$ cat config.mk
export PLATFORM = sky130hd
export DESIGN_NAME = clk_divider
export DESIGN_NICKNAME = d
export VERILOG_FILES = /design/src/rtl/clk_divider.sv
export SDC_FILE = /design/constraint.sdc
export NUM_CORES = 1
export LEC_CHECK = 0
export ABC_AREA = 1
export CORE_MARGIN = 3
export CORE_UTILIZATION = 52
export DETAILED_ROUTE_END_ITERATION = 7
export PLACE_DENSITY = 0.72
export SLEW_MARGIN = 25
export SYNTH_ARGS = -nofsm -noshare
export SYNTH_HDL_FRONTEND = slang
export SYNTH_SLANG_ARGS = --single-unit
$ cat constraint.sdc
create_clock -name CLK -period 1.35 [get_ports CLK]
set_input_delay 0.27 -clock CLK [delete_from_list [all_inputs] [get_ports CLK]]
set_output_delay 0.27 -clock CLK [all_outputs]
set_load 0.1 [all_outputs]
$ cat src/rtl/clk_divider.sv
// clk_divider: free-running counter divides CLK into a 50%-duty CLK_OUT of period 2*HALF_PERIOD.
// Optional macro CLK_DIV_TICK_EN adds TICK, a one-cycle strobe on each CLK_OUT rise.
`default_nettype none

module clk_divider #(
  parameter int HALF_PERIOD = 25000
) (
  input  logic CLK,
  input  logic RESET_N,
  output logic CLK_OUT
`ifdef CLK_DIV_TICK_EN
  ,
  output logic TICK
`endif
);

  localparam int CNT_W = (HALF_PERIOD > 1) ? $clog2(HALF_PERIOD) : 1;

  logic [CNT_W-1:0] cnt;
  logic             terminal;

  // Anything at or above the last count wraps, so a corrupted counter recovers in one pass.
  assign terminal = (int'(cnt) >= (HALF_PERIOD - 1));

  always_ff @(posedge CLK or negedge RESET_N) begin
    if (!RESET_N) begin
      cnt     <= '0;
      CLK_OUT <= 1'b0;
    end else if (terminal) begin
      cnt     <= '0;
      CLK_OUT <= ~CLK_OUT;
    end else begin
      cnt     <= cnt + 1'b1;
    end
  end

`ifdef CLK_DIV_TICK_EN
  // Set on the same edge that takes CLK_OUT from 0 to 1.
  always_ff @(posedge CLK or negedge RESET_N) begin
    if (!RESET_N) begin
      TICK <= 1'b0;
    end else begin
      TICK <= terminal & ~CLK_OUT;
    end
  end
`endif

endmodule

`default_nettype wire

Yosys cells after proc, flatten, opt, wreduce, memory -nomap -nowiden
Index checks and enable logic that the tools add are counted.
{ "classes": {"n_addsub": 1, "order_cmp": 1, "mux": 1, "bitwise": 1} }
{ "ops": {"columns": ["op", "n"], "rows": [
  ["15-bit by 1-bit adder with 15-bit output, second input constant", 1],
  ["15-bit >= comparator, second input constant", 1],
  ["15-bit 2-to-1 mux", 1],
  ["1-bit inverter", 1]
]} }
{ "word_totals": {"ff_bits": 16, "in_bits": 2, "output_inout_bits": 1, "word_cells": 6} }

Depth between registers and ports, before layout
{ "logic_depth": {"depth_word": 2, "depth_mapped": 9, "depth_no_buf": 9} }

Least setup slack after synthesis
Ideal clock, no wire load.
{ "synth_path": {"path_type": "register -> register", "from": "register cnt[0]", "to": "register cnt[13]", "setup_ns": 0.068, "arrival_time_ns": 1.227, "t_required_ns": 1.282, "slack_ns": 0.055, "path_stages_with_launch": 10, "path_buffers": 1, "synth_period_minus_slack_ns": 1.295, "cell_sequence": "dfrtp_1 -> ha_1 -> nand2_1 -> nor2_1 -> nand2_1 -> nand2_1 -> nand2_2 -> nand2_4 -> buf_12 -> nor2_4"} }
{ "synth_via": {"elab_chain_cells": 2, "word_cells_on_any_way": 3, "cone_classes": "add/sub (1); order compare (1); mux (1)"} }
{ "synth_lines": {"columns": ["element", "line", "source"], "rows": [
  ["start: declaration", "19", "logic [CNT_W-1:0] cnt;"],
  ["start signal: assignment", "33", "cnt <= cnt + 1'b1;"],
  ["15-bit by 1-bit adder with 15-bit output / 15-bit >= comparator (equally long branches)", "33, 23", null],
  ["15-bit 2-to-1 mux (*)", "29", "end else if (terminal) begin"]
]} }
Every way passes the cells marked *; elsewhere a longest branch is shown, timed or not.
A chain may end at the register's enable or synchronous reset.

Worst setup path in the final report
{ "layout_path": {"from": "register cnt[1]", "to": "register CLK_OUT"} }
{ "layout_via": {"elab_chain_cells": 1} }
{ "layout_lines": {"columns": ["element", "line", "source"], "rows": [
  ["15-bit >= comparator", "23", "assign terminal = (int'(cnt) >= (HALF_PERIOD - 1));"],
  ["end signal: assignment", "31", "CLK_OUT <= ~CLK_OUT;"],
  ["end: declaration", "10", "output logic CLK_OUT"]
]} }
No other way between the ends.

==> impl_metrics.ini <==
[timing]
hold_viol = 0
holdWs_ns = 0.292
fmax_ghz = 0.729
setup_viol = 5
max_slew_margin_pct = 84.7
clock_skew_ns = 0.00812
setup_slack_ns = -0.0226
rsz0062_at_grt = true
period_share_pct = 102
worst_pin_slew_ns = 0.230
report.final.slew_viol_count = 0
min_period_ns = 1.37

[setup_path]
worstSetupPathType = reg -> reg
required_ns = 1.53
start_kind = flop
ff2ff_setup_slack_ns = -0.02
crit_fanout = 3
crit_arrival_ns = 1.55
r2r_end = CLK_OUT$_DFFE_PN0P_
end_kind = flop
r2r_start = cnt[1]$_DFF_PN0_
r2r.worst_path.cells = 9

[final_layout]
area_growth_pct = 25.2
final_cell_mix = nand2_1 (30), dfrtp_1 (15), nor2_1 (14)
n_antenna_cell = 0
drive_above_1_share_pct = 34.1
final_net_count = 140
final_common_cell = nand2_1

[logic_synthesis]
synth_nets = 124
synth_cell_types = 19
avgSynthCellArea_um2 = 7.68
ys_top_cells_by_area = dfrtp_1 (43%), nand2_1 (13%), nor2_1 (7.7%)
ys_ff_latch = 16
synth_area_um2 = 930
synth_top_area_share_pct = 43.1
synth_cells = 121
ys_seq_area_share_pct = 43.1
ys_warn_count = 0
synth_area_leader_cell = dfrtp_1

[floorplanning]
core_mm2 = 0.00159
die-height_um = 48.3
boundaryPins = 3
fp-row-count = 14
die_area_mm2 = 0.00233
initial_core_util_pct = 58.3
die_x_um = 48.3

[pwr]
finalPower_w = 0.000739
combPwrFrac_pct = 1.9
ir_worst_vdd_mv = 0.661
p_leak_nw = 0.559
switching_power_w = 0.000152
p_clk_share_pct = 33.4
switching_share_pct = 20.6
intPower_w = 0.000587
powerDensity_mw_per_mm2 = 635
seqPwrFrac_pct = 64.8

[status]
status = finished, violations left
violations = negative setup slack

[global_route]
grt.overflow.total = 0
antenna_found_initial = 0
grt_pass1_vias = 764
grt_max_degree = 17
grt_pass1_wl_um = 3110
grt.total_usage_pct = 19.1

[clock_network]
clk_pin_slew_worst_paths_ns = 0.09
cts_tree = built
clock-root-buffer = clkbuf_4
clockBufferDepth = 2
clkSinkCount = 16
insertion_delay_ns = 0.29
cts_buffers = 3
htree_levels = 1

[worst_hold_path]
hp-class = in -> async

[route]
num_vias = 804
ant_nets = 0
drt-wirelength-per-cell_um = 13.1
drc_errors = 0
wl_um = 2080
first_pass_iters = 4
vias_per_cell = 5.06
drtIter0Drc = 15

[placed_design]
place_ws_ns = -0.0501
dp_hpwl_um = 1250
io_buffers = 2
place_congestion = 0.834

[flow_run]
drv_cap = 0
worst max-delay path: stages (launching register included):
cell     delay [ns]
dfrtp_1        0.38
ha_2           0.23
nand2_4        0.08
nor2_4         0.10
nand2_1        0.07
nand2_2        0.08
nand2_4        0.09
buf_6          0.13
nand3_2        0.05
nand2_1        0.06
logic make-up after synthesis:
family / Yosys count / share of synthesized area [%]
AOI/OAI and AO/OA: 4 / 2.15
and+or+nand+nor: 78 / 39.4
buffers and inverters: 16 / 8.34
DFF: 16 / 43.1
xor gates and xnor gates: 6 / 5.65
adders and majority gates: 1 / 1.35
power by group through the flow:
stage | clock network (W) | registers [W] | logic (W)
global route | 0.000262 | 0.000479 | 0.0000157
global placement | 0 | 0.000488 | 0.0000142
finish | 0.000247 | 0.000479 | 0.0000138
floorplan | 0 | 0.000488 | 0.000000000242
detailed placement | 0 | 0.000488 | 0.0000145
CTS | 0.000250 | 0.000479 | 0.0000146
cell type report:
class / instances / area [um2]
fillers: 121 / 430
flip-flops and latches: 16 / 402
well taps: 24 / 30.0
clock buffers: 3 / 22.5
inverters: 14 / 52.6
multi-input cells: 90 / 548
repair buffers: 12 / 109
layer usage:
metal / part of all wire, % / global-route usage [%]
met4: 1.6 / 8.06
met5: 0 / 0
met3: 2.7 / 1.11
met2: 52 / 33.1
met1: 44 / 24.5
flip-flops by register name, summed over array words and instances (netlist names):
signal,flops
CLK_OUT,1
cnt,15
Yosys cell counts:
cell	instances
nor2_4	1
nor3_2	1
nand3_1	9
nand2_2	1
inv_2	1
buf_12	1
nand2_1	32
xnor2_1	1
nand4_1	3
xor2_1	5
ha_1	1
o21ai_0	4
buf_2	1
dfrtp_1	16
nor2_2	10
nand2_4	1
inv_1	13
nor2_1	19
nand3_2	1
per-stage QoR:
step	area [um2]	util [%]	std cells	setup TNS [ns]
final	1160	73.0	159	-0.0473
after global placement	1030	64.8	154	0
after detailed placement	1030	64.8	154	-0.0745
after global routing	1160	73.0	159	-0.822
after CTS	1100	68.8	159	0
after floorplan	930	-	121	0
repair_timing:
item,4_1_cts,5_1_grt
pin swaps,2,6
setup buffers,1,0
gates cloned,1,0
resized for setup,5,20
hold buffers,0,0
endpoints found under the setup margin,9,15
how the worst max path moves through the flow:
stage | slack [ns] | from | end | cells past startpoint
after floorplan | 0.05 | cnt[0]$_DFF_PN0_ | cnt[13]$_DFF_PN0_ | 9
after global placement | 0.02 | cnt[0]$_DFF_PN0_ | cnt[13]$_DFF_PN0_ | 8
after detailed placement | -0.05 | cnt[0]$_DFF_PN0_ | CLK_OUT$_DFFE_PN0P_ | 9
after CTS | 0.003 | cnt[12]$_DFF_PN0_ | cnt[13]$_DFF_PN0_ | 6
after global routing | -0.08 | cnt[8]$_DFF_PN0_ | CLK_OUT$_DFFE_PN0P_ | 8
final | -0.02 | cnt[1]$_DFF_PN0_ | CLK_OUT$_DFFE_PN0P_ | 9
(Power assumes the default switching activity.)
